--- src/rtl/rf_pkg.sv ---
// -----------------------------------------------------------------------------
// rf_pkg : shared constants and types for the register-file write-back path
// Rev 1.0
// -----------------------------------------------------------------------------
`default_nettype none

package rf_pkg;

  localparam int XLEN = 64;
  localparam int NREG = 32;

  typedef logic [4:0] reg_idx_t;

  typedef struct packed {
    logic            valid;
    reg_idx_t        rd;
    logic [XLEN-1:0] data;
  } wb_req_t;

endpackage

`default_nettype wire

--- src/rtl/rf_scoreboard.sv ---
// -----------------------------------------------------------------------------
// rf_scoreboard : pending multi-cycle result tracker with two query ports
// Rev 1.0
// -----------------------------------------------------------------------------
`default_nettype none

module rf_scoreboard
  import rf_pkg::*;
(
  input  logic       clk,
  input  logic       reset,
  input  logic       set_en,
  input  logic [4:0] set_idx,
  input  logic       clr_en,
  input  logic [4:0] clr_idx,
  input  logic [4:0] rs1,
  input  logic [4:0] rs2,
  output logic       rs1_busy,
  output logic       rs2_busy
);

  logic [NREG-1:0] busy;
  logic [NREG-1:0] set_mask;
  logic [NREG-1:0] clr_mask;
  logic [NREG-1:0] busy_next;

  // Set is applied after clear so a same-cycle issue to the retiring register keeps it busy.
  always_comb begin
    set_mask = '0;
    clr_mask = '0;
    if (set_en) set_mask[set_idx] = 1'b1;
    if (clr_en) clr_mask[clr_idx] = 1'b1;
    busy_next    = (busy & ~clr_mask) | set_mask;
    busy_next[0] = 1'b0;
  end

  always_ff @(posedge clk) begin
    if (reset) begin
      busy <= '0;
    end else begin
      busy <= busy_next;
    end
  end

  assign rs1_busy = busy[rs1];
  assign rs2_busy = busy[rs2];

endmodule

`default_nettype wire

--- src/rtl/rf_wb_arbiter.sv ---
// -----------------------------------------------------------------------------
// rf_wb_arbiter : merges pipeline and multi-cycle write-backs onto one RF port
// Rev 1.0
// -----------------------------------------------------------------------------
`default_nettype none

module rf_wb_arbiter
  import rf_pkg::*;
#(
  parameter int XLEN     = rf_pkg::XLEN,
  parameter int MAX_WAIT = 4
) (
  input  logic            clk,
  input  logic            reset,

  input  logic            alu_valid,
  input  logic [4:0]      alu_rd,
  input  logic [XLEN-1:0] alu_data,
  output logic            alu_stall,

  input  logic            mc_valid,
  output logic            mc_ready,
  input  logic [4:0]      mc_rd,
  input  logic [XLEN-1:0] mc_data,

  input  logic            mc_issue,
  input  logic [4:0]      mc_issue_rd,

  input  logic [4:0]      rs1,
  input  logic [4:0]      rs2,
  output logic            rs1_busy,
  output logic            rs2_busy,

  output logic            rf_we,
  output logic [4:0]      rf_waddr,
  output logic [XLEN-1:0] rf_wdata
);

  localparam logic [3:0] WAIT_LIMIT = 4'(MAX_WAIT);

  wb_req_t    alu_req;
  wb_req_t    mc_req;
  wb_req_t    win_req;
  wb_req_t    commit_q;
  logic [3:0] wait_cnt;
  logic       starve;
  logic       alu_accept;
  logic       mc_accept;

  assign alu_req = '{valid: alu_valid, rd: alu_rd, data: alu_data};
  assign mc_req  = '{valid: mc_valid,  rd: mc_rd,  data: mc_data};

  // Pipeline owns the port unless the multi-cycle unit has been refused MAX_WAIT times.
  assign starve     = (wait_cnt == WAIT_LIMIT);
  assign mc_ready   = !alu_valid || starve;
  assign alu_stall  = alu_valid && mc_valid && starve;
  assign alu_accept = alu_valid && !alu_stall;
  assign mc_accept  = mc_valid && mc_ready;

  always_comb begin
    win_req = alu_req;
    if (mc_accept) win_req = mc_req;
  end

  always_ff @(posedge clk) begin
    if (reset) begin
      wait_cnt <= '0;
    end else if (mc_accept || !mc_valid) begin
      wait_cnt <= '0;
    end else if (!starve) begin
      wait_cnt <= wait_cnt + 4'd1;
    end
  end

  // x0 writes still complete the handshake; only the write enable is suppressed.
  always_ff @(posedge clk) begin
    if (reset) begin
      commit_q <= '0;
    end else if (alu_accept || mc_accept) begin
      commit_q.valid <= win_req.valid && (win_req.rd != 5'd0);
      commit_q.rd    <= win_req.rd;
      commit_q.data  <= win_req.data;
    end else begin
      commit_q.valid <= 1'b0;
    end
  end

  assign rf_we    = commit_q.valid;
  assign rf_waddr = commit_q.rd;
  assign rf_wdata = commit_q.data;

  rf_scoreboard u_scoreboard (
    .clk      (clk),
    .reset    (reset),
    .set_en   (mc_issue),
    .set_idx  (mc_issue_rd),
    .clr_en   (mc_accept),
    .clr_idx  (mc_rd),
    .rs1      (rs1),
    .rs2      (rs2),
    .rs1_busy (rs1_busy),
    .rs2_busy (rs2_busy)
  );

endmodule

`default_nettype wire

--- config.mk ---
export PLATFORM = sky130hd
export DESIGN_NAME = rf_wb_arbiter
export DESIGN_NICKNAME = d
export VERILOG_FILES = /design/src/rtl/rf_pkg.sv /design/src/rtl/rf_scoreboard.sv /design/src/rtl/rf_wb_arbiter.sv
export SDC_FILE = /design/constraint.sdc
export NUM_CORES = 1
export LEC_CHECK = 0
export CAP_MARGIN = 10
export CORE_MARGIN = 5
export CORE_UTILIZATION = 24
export DETAILED_ROUTE_END_ITERATION = 8
export GPL_ROUTABILITY_DRIVEN = 0
export GPL_TIMING_DRIVEN = 0
export PLACE_DENSITY = 0.52
export SKIP_LAST_GASP = 1
export SYNTH_ARGS = -nofsm -noshare
export SYNTH_HDL_FRONTEND = slang
export SYNTH_HIERARCHICAL = 1
export SYNTH_SLANG_ARGS = --single-unit
export TNS_END_PERCENT = 100
--- constraint.sdc ---
create_clock -name clk -period 2.1 [get_ports clk]
set_input_delay 0.42 -clock clk [delete_from_list [all_inputs] [get_ports clk]]
set_output_delay 0.42 -clock clk [all_outputs]
set_load 0.02 [all_outputs]
==> run_results.csv, run 1 <==
group,metric,value,unit
grt,grt_pass1_vias,6118,
finish,seqCellArea,2108,um^2
synthesis,syn_nets,880,
pwr,powerDensity,584.7,nW/um^2
grt,antenna_found_initial,2,
critical_path,cp_num_cells,5,
timing,skew,12.57,ps
synthesis,yosysMostFrequentCell,"nand2_1",
timing,holdWs,459.6,ps
die,io_pins,232,
pwr,total_power,5.410,mW
synthesis,avgSynthCellArea,8.437,um^2
timing,drv_slew,0,
critical_path,r2r.worst_path.cells,8,
clock_tree,cts.sinks,105,
clock_tree,clock_path_buffers,2,
clock_tree,path_clk_slew,70,ps
run_status,status,"complete, but fails checks",
synthesis,synth_top_area_share,34.60,%
finish,final_nets,1124,
critical_path,max_stage_delay,480,ps
critical_path,cp-endpoint,"rs2_busy",
critical_path,crit_chain,"mux4_2 -> nand2b_4 -> o2111ai_2 -> nand4_1 -> buf_4",
finish,stdcell_area,9251,um^2
grt,grt_first_pass_wirelength,36.06,mm
timing,tightest_slew,1106,ps
die,die_width,169.1,um
critical_path,critical_path_class,"flop to output port",
die,rows,58,
route,antenna_left,0,
route,dr.pass1.iters,4,
timing,period_share,102.7,%
route,dr_total_vias,6182,
placed_design,dpl_cell_area,8740,um^2
critical_path,r2r_start,"wait_cnt[0]",
clock_tree,clock_latency,360,ps
timing,relSlewSlack,26.12,%
placed_design,io_buffers,225,
die,die-height,169.1,um
finish,syn_to_final_growth,52.30,%
die,start_util,24.26,%
synthesis,ys_types,39,
synthesis,synth.area.top_cells,"dfxtp_1 35%, mux2i_1 14%, a21oi_2 7.2%",
clock_tree,cts_tree,"built",
clock_tree,htreeDepth,3,
timing,setup_slack,-57.61,ps
critical_path,crit_buf_inv,1,
timing,timing.fmax,463.5,MHz
clock_tree,ctsHoldBuffers,0,
critical_path,crit_fanout,3,
synthesis,yosys-top-cells-count,"109 x nand2_1, 105 x dfxtp_1, 87 x mux2i_1",
finish,final_util,36.95,%
synthesis,netlist_area,6075,um^2
critical_path,crit_arrival,1740,ps
pwr,p_leak,3.443,nW
critical_path,timing.rr.end,"u_scoreboard/busy[4]",
grt,grt_max_degree,18,
synthesis,yosys_register_bits,105,
route,drc_errors,0,
synthesis,ys_seq_area_share,34.60,%
timing,fin_tns_setup,-96.47,ps
synthesis,ys.flop_type,"dfxtp_1",
critical_path,cp.required,1680,ps
timing,fin_crit,2158,ps
route,wl_per_cell,18.50,um
placed_design,place_hpwl,17.78,mm
synthesis,yosysTopAreaCell,"dfxtp_1",
synthesis,yosysWarnings,6,
synthesis,synth-edff-count,0,
synthesis,async_flop_share,0,%
grt,overflow,0,
critical_path,ff2ff_setup_slack,20,ps
grt,grtUsageTotal,16.02,%
hold_path,hold_path.startpoint,"wait_cnt[0]",
route,drtIter0Drc,407,
finish,multiInputGateArea,3695,um^2
critical_path,worstSetupEndpointType,"output port",
finish,final.fill_count,2598,
route,wl,24.05,mm
synthesis,synth_cells,720,
critical_path,start_kind,"flop",
route,avgViaCountPerCell,4.755,
timing,rsz0062_at_grt,"true",
finish,drive_above_1_share,20.45,%
timing,hold_viol,0,
flow_run,max_cap_viol_count,0,
timing,setup_violations,2,
critical_path,path_delay_family,"multiplexers",
pwr,ir_drop,0.2583,mV
die,die-area,28590,um^2
critical_path,crit_slowest_cell,"mux4_2",
critical_path,crit_path_start,"u_scoreboard/busy[20]",
clock_tree,cts_buffers,9,
hold_path,hold_path.class,"flop to flop",
run_status,failed_checks,"setup timing",
die,core,25040,um^2
clock_tree,clockRootBuffer,"clkbuf_16",
==> final cells by class <==
| type | count | area share (%) |
|---|---|---|
| flip-flops and latches | 105 | 22.79 |
| multi-input cells | 553 | 39.94 |
| inverters | 5 | 0.2029 |
| clock buffers | 9 | 2.434 |
| repair buffers | 233 | 24.89 |
| diodes | 2 | 0.05410 |
| well taps | 330 | 4.463 |
| clock inverters | 6 | 0.9873 |
| plain buffers | 57 | 4.247 |
==> how the worst min path moves through the flow <==
| stage | end | slack, ps | cells past startpoint |
|---|---|---|---|
| after detailed placement | wait_cnt[0] | 480 | 1 |
| after floorplan | wait_cnt[0] | 430 | 1 |
| final | wait_cnt[0] | 460 | 1 |
| after global placement | wait_cnt[0] | 450 | 1 |
| after CTS | u_scoreboard/busy[7] | 490 | 2 |
| after global routing | wait_cnt[0] | 470 | 1 |
==> per-layer routing <==
metal	up-vias	track usage (%)	part of all wire (%)
li1	3067	-	-
met1	2908	21.28	45
met2	184	26.17	47
met3	23	3.223	5.9
met4	0	5.145	2.0
met5	-	0	0
==> through the flow <==
step / std cells / worst slack [ps]
after floorplan: 720 / 119.3
after global placement: 1275 / -755.1
after detailed placement: 1275 / -745.0
after CTS: 1295 / -70.67
after global routing: 1300 / -116.2
final: 1300 / -57.61
==> layout by cell type, fill, tap and decap left out, types with 4 or more instances in the layout <==
cell type	netlist	layout
mux2i_1	87	86
nand3b_1	6	6
nand3_1	11	10
o22ai_1	69	69
dfxtp_2	0	5
nor2_2	50	51
o21ai_0	32	26
dfxtp_1	105	100
nor3b_1	4	4
a21oi_1	57	56
buf_2	23	19
buf_12	5	5
buf_6	1	5
clkbuf_1	25	17
a22oi_1	4	4
mux4_2	6	6
clkbuf_2	0	7
nor2_1	33	32
nand2_1	109	109
clkdlybuf4s50_1	0	217
clkbuf_16	0	9
buf_4	2	13
o21ai_1	1	4
nor2b_1	4	4
nand2b_4	0	4
a21oi_2	50	51
==> kinds of logic (layout without fill, tap and decap cells) <==
kind of cell / after synthesis / after routing / synth area share (%)
compound gates: 221 / 221 / 23.50
xor+xnor: 2 / 2 / 0.2884
fa+ha+maj: 2 / 2 / 0.4119
buf+inv: 62 / 310 / 6.076
flops: 105 / 105 / 34.60
mux: 93 / 93 / 16.56
other cells: 0 / 2 / 0
simple gates: 235 / 235 / 18.56
==> where the power goes <==
part / internal (mW) / switching [mW]
Clock: 1.05 / 0.845
Sequential: 2.09 / 0.0554
Combinational: 0.697 / 0.677
==> registers in the layout, summed over array words and instances, names as in the netlist <==
name	count
rf_waddr	5
rf_wdata	64
rf_we	1
u_scoreboard/busy	31
wait_cnt	4
==> timing repair <==
item | CTS | global route
setup endpoints to repair | 36 | 66
resized for setup | 39 | 39
setup buffers | 5 | 3
endpoints found under the hold margin | 0 | 0
pin swaps | 3 | 5
cloned | 0 | 0
Power figures use the tool's default switching activity.
==> run 2: changes to the inputs <==
--- a/config.mk
+++ b/config.mk
@@ -8,6 +8,7 @@
 export CAP_MARGIN = 10
 export CORE_MARGIN = 5
 export CORE_UTILIZATION = 24
+export CTS_CLUSTER_DIAMETER = 120
 export DETAILED_ROUTE_END_ITERATION = 8
 export GPL_ROUTABILITY_DRIVEN = 0
 export GPL_TIMING_DRIVEN = 0
==> results of run 2 <==
No change in the layout: final DEF, timing and power equal those of run 1.
==> run 3: changes to the inputs <==
--- a/config.mk
+++ b/config.mk
@@ -10,7 +10,6 @@
 export CORE_UTILIZATION = 24
 export CTS_CLUSTER_DIAMETER = 120
 export DETAILED_ROUTE_END_ITERATION = 8
-export GPL_ROUTABILITY_DRIVEN = 0
 export GPL_TIMING_DRIVEN = 0
 export PLACE_DENSITY = 0.52
 export SKIP_LAST_GASP = 1
==> results of run 3 <==
No change in the layout: final DEF, timing and power equal those of run 1.
